[src/rtl/button_debounce_bank.sv]
// Debounce bank for active-low arcade buttons: 2-flop synchroniser, per-channel
// stability counter, clean active-high levels and registered press/release strobes.
module button_debounce_bank #(
  parameter int NUM_BTN       = 5,
  parameter int STABLE_CYCLES = 1000000
) (
  input  logic               clk,
  input  logic               reset_n,
  input  logic [NUM_BTN-1:0] btn_raw_n,
  output logic [NUM_BTN-1:0] btn_level,
  output logic [NUM_BTN-1:0] btn_press,
  output logic [NUM_BTN-1:0] btn_release,
  output logic               any_press
);

  localparam int CNT_W = $clog2(STABLE_CYCLES);
  localparam logic [CNT_W-1:0] CNT_MAX = CNT_W'(STABLE_CYCLES - 1);
  localparam logic [CNT_W-1:0] CNT_ONE = CNT_W'(1);

  logic [NUM_BTN-1:0] sync_p0;
  logic [NUM_BTN-1:0] sync_p1;
  logic [NUM_BTN-1:0] pressed_s;

  // Stage p0/p1: metastability synchroniser, resets to the released (high) level
  always_ff @(posedge clk or negedge reset_n) begin
    if (!reset_n) begin
      sync_p0 <= '1;
      sync_p1 <= '1;
    end else begin
      sync_p0 <= btn_raw_n;
      sync_p1 <= sync_p0;
    end
  end

  assign pressed_s = ~sync_p1;

  // Debounce stage: each channel owns its counter and strobe flops
  for (genvar i = 0; i < NUM_BTN; i++) begin : g_chan
    logic [CNT_W-1:0] cnt;

    always_ff @(posedge clk or negedge reset_n) begin
      if (!reset_n) begin
        cnt            <= '0;
        btn_level[i]   <= 1'b0;
        btn_press[i]   <= 1'b0;
        btn_release[i] <= 1'b0;
      end else begin
        btn_press[i]   <= 1'b0;
        btn_release[i] <= 1'b0;
        if (pressed_s[i] == btn_level[i]) begin
          cnt <= '0;
        end else if (cnt == CNT_MAX) begin
          // Input held long enough: commit the new level and fire one strobe
          cnt            <= '0;
          btn_level[i]   <= pressed_s[i];
          btn_press[i]   <= pressed_s[i];
          btn_release[i] <= ~pressed_s[i];
        end else begin
          cnt <= cnt + CNT_ONE;
        end
      end
    end
  end

  assign any_press = |btn_press;

endmodule

[config.mk]
export PLATFORM = sky130hd
export DESIGN_NAME = button_debounce_bank
export DESIGN_NICKNAME = d
export VERILOG_FILES = /design/src/rtl/button_debounce_bank.sv
export SDC_FILE = /design/constraint.sdc
export NUM_CORES = 1
export LEC_CHECK = 0
export ABC_AREA = 1
export BUFFER_PORTS_ARGS = -buffer_cell sky130_fd_sc_hd__buf_2
export CAP_MARGIN = 20
export CORE_MARGIN = 2
export CORE_UTILIZATION = 39
export DETAILED_ROUTE_END_ITERATION = 8
export HOLD_SLACK_MARGIN = 0.06
export PLACE_DENSITY = 0.52
export SETUP_SLACK_MARGIN = 0.05
export SLEW_MARGIN = 20
export SYNTH_ARGS = -nofsm -noshare
export SYNTH_HDL_FRONTEND = slang
export SYNTH_SLANG_ARGS = --single-unit
export TNS_END_PERCENT = 20
[constraint.sdc]
create_clock -name clk -period 1.9 [get_ports clk]
set_clock_uncertainty 0.15 [all_clocks]
set_input_delay 0.285 -clock clk [delete_from_list [all_inputs] [get_ports clk]]
set_output_delay 0.285 -clock clk [all_outputs]
set_load 0.01 [all_outputs]
==> run metrics <==
Final Cycle Share=0.888; post-route cell area=about 7700 µm²; chip width=134 µm; Starting Density=0.398; WL final=14.0 mm; global route total overflow=0; first-pass GRT wire length=24.3 mm; Worst VDD drop=638 µV; post-synthesis instance total=824; gp weighted congestion=slightly below 0.9; CP arrival=1.25 ns; most frequent cells in the layout=nor2_1 (205), nand2_1 (144), dfrtp_1 (115), inv_1 (76), nand3_1 (67); #FFs+latches synth=125; outcome=finished, final reports clean; Mean Syn Cell Area=8.01 µm²; Synth cell types=30; final setup fails=0; Final Util=0.464; drt drc=0; Post-DP Area=7070 µm²; placed cells=1,073; Sink Count=125; crit path time final=1.69 ns; Worst Max-Slew Pin Slew=0.438 ns; Final Hold Viols=0; slew margin rel.=0.708; R2R cell count=6; Die Y=~130 µm; Hold Crit Class=flip-flop to flip-flop; die area=18,000 µm²; Achievable Freq=0.593 GHz; TritonCTS Buffers=17; H-tree depth=4; wire per inst=12.6 µm; CTS tree=yes; drt first pass iters=5; Worst-path clk slew=0.06 ns; CTS root buffer=clkbuf_16; terminus of the critical flop-to-flop path=btn_level[1]$_DFFE_PN0P_; setup slack after layout=0.212 ns; Syn Nets=836; setup TNS=0 ns; r2r startpoint=g_chan[1].cnt[0]$_DFF_PN0_; Vias/cell=4.83; Layout Nets=890; post-route ant nets=0; mapped cell area=6600 µm²; Tot GR Track Use=0.168; sequential fraction of the synthesis area=0.476; CP endpoint=any_press; CP max FO=2; Setup crit start=btn_press[2]$_DFF_PN0_; Slew Limit Fails=0; Hold Slack=0.206 ns; max_cap viols=0; # port buffers=22; commonest non-fill, non-tap cell in the layout=nor2_1; I/O pin count=23; largest net degree at the start of global routing=82; Power Total=about 6 mW; postcts setup bufs=0; Place WS=0.274 ns; share of cells above drive strength 1=0.172; RSZ-0062 raised after global routing=no; Lkg Pwr=~3.3 nW; CP Capture Type=output port; initial antenna violation count=0; P&R area growth vs syn=16.7%; element type at the critical path start=flip-flop; std cell rows=47; Yosys warning count=0; number of global-route vias before repair=~5,200; CP Data Required Time=approximately 1.5 ns; core area=approximately 17,000 µm²; Worst-Skew Late Latency=0.41 ns; antenna cells=0; vias after detailed routing=5,366; P per Cell Area=787 nW/µm²; Crit Path Category=flip-flop to output port; Max Root-Sink Buffers=2; Iter 0 DRT Violations=246; flop-to-flop setup slack=0.28 ns; DP HPWL=a little over 10 mm; final non-filler cell total=1,111
[layout make-up]
| cell class | instances | area (µm²) |
|---|---|---|
| multi-input cells | 615 | 3140 |
| fillers | 1663 | 8880 |
| clock buffers | 18 | 439 |
| flip-flops and latches | 125 | 3140 |
| well taps | 220 | 275 |
| inverters | 83 | 314 |
| clock inverters | 14 | 134 |
| repair buffers | 36 | 258 |
[sequential cells by signal (all words and copies together), names as in the netlist]
register and cells:
btn_release 5, btn_press 5, btn_level 5, sync_p0 5, g_chan.cnt 100, sync_p1 5
[power by group]
group          total (mW)  switching (mW)  internal (mW)  leakage, nW
combinational       0.198           0.131         0.0672         1.38
sequential           2.74          0.0284           2.71         1.70
clock                3.13            1.27           1.85        0.266
[worst min-delay path by stage]
stage / startpoint / end / slack (ns) / cells past startpoint
floorplan: reset_n / btn_level[0]$_DFFE_PN0P_ / -0.16 / 0
finish: sync_p0[2]$_DFF_PN1_ / sync_p1[2]$_DFF_PN1_ / 0.21 / 0
CTS: sync_p0[2]$_DFF_PN1_ / sync_p1[2]$_DFF_PN1_ / 0.21 / 0
detailed placement: reset_n / g_chan[1].cnt[10]$_DFF_PN0_ / 0.15 / 2
global route: sync_p0[0]$_DFF_PN1_ / sync_p1[0]$_DFF_PN1_ / 0.21 / 0
global placement: reset_n / g_chan[1].cnt[10]$_DFF_PN0_ / 0.14 / 2
[worst max-delay path: stages, from the launching register on]
cell and delay, ns:
dfrtp_1 0.44, nor3_1 0.20, nand2_1 0.07, buf_2 0.14
[repair_timing]
action,in CTS,in global routing
endpoints found under the hold margin,126,0
gates resized for setup,0,0
hold buffers,6,0
[cell usage after synthesis]
| cell | count | area, µm² |
|---|---|---|
| xor2_1 | 29 | 254 |
| nand3_1 | 67 | 335 |
| a21oi_1 | 16 | 80.1 |
| nor3b_1 | 3 | 22.5 |
| nor3_1 | 17 | 85.1 |
| nand3_4 | 2 | 35.0 |
| nor2_1 | 205 | 769 |
| dfstp_2 | 10 | 263 |
| o21bai_2 | 1 | 11.3 |
| nor2_4 | 16 | 180 |
| o21bai_1 | 3 | 22.5 |
| a21oi_4 | 1 | 16.3 |
| nand2_4 | 1 | 11.3 |
| nand3b_1 | 5 | 37.5 |
| inv_1 | 76 | 285 |
| o21ai_1 | 6 | 30.0 |
| o21ai_0 | 8 | 40.0 |
| nor2_2 | 22 | 138 |
| inv_4 | 1 | 6.26 |
| inv_2 | 6 | 22.5 |
| nand2_1 | 144 | 541 |
| ha_1 | 5 | 62.6 |
| buf_2 | 1 | 5.00 |
| nand2_2 | 23 | 144 |
| xnor2_1 | 15 | 131 |
| and2_1 | 2 | 12.5 |
| nand3_2 | 5 | 50.1 |
| nand4_1 | 16 | 100 |
| dfrtp_1 | 115 | 2880 |
| nor3_2 | 3 | 30.0 |
[kinds of logic after synthesis]
family | count (synthesis) | share of synthesized area
compound gates | 35 | 0.0303
flops | 125 | 0.476
fa+ha+maj | 5 | 0.00948
simple gates | 531 | 0.378
buf+inv | 84 | 0.0483
xor+xnor | 44 | 0.0584
[per-layer routing]
metal / wire, µm / global-route usage / vias to the layer above / part of all wire
met1: 7000 / 0.228 / 2558 / 0.50
met4: 176 / 0.0620 / 0 / 0.013
li1: - / - / 2709 / -
met3: 453 / 0.0355 / 13 / 0.032
met2: 6330 / 0.265 / 86 / 0.45
met5: 0 / 0 / - / 0
Power figures use the tool's default switching activity.
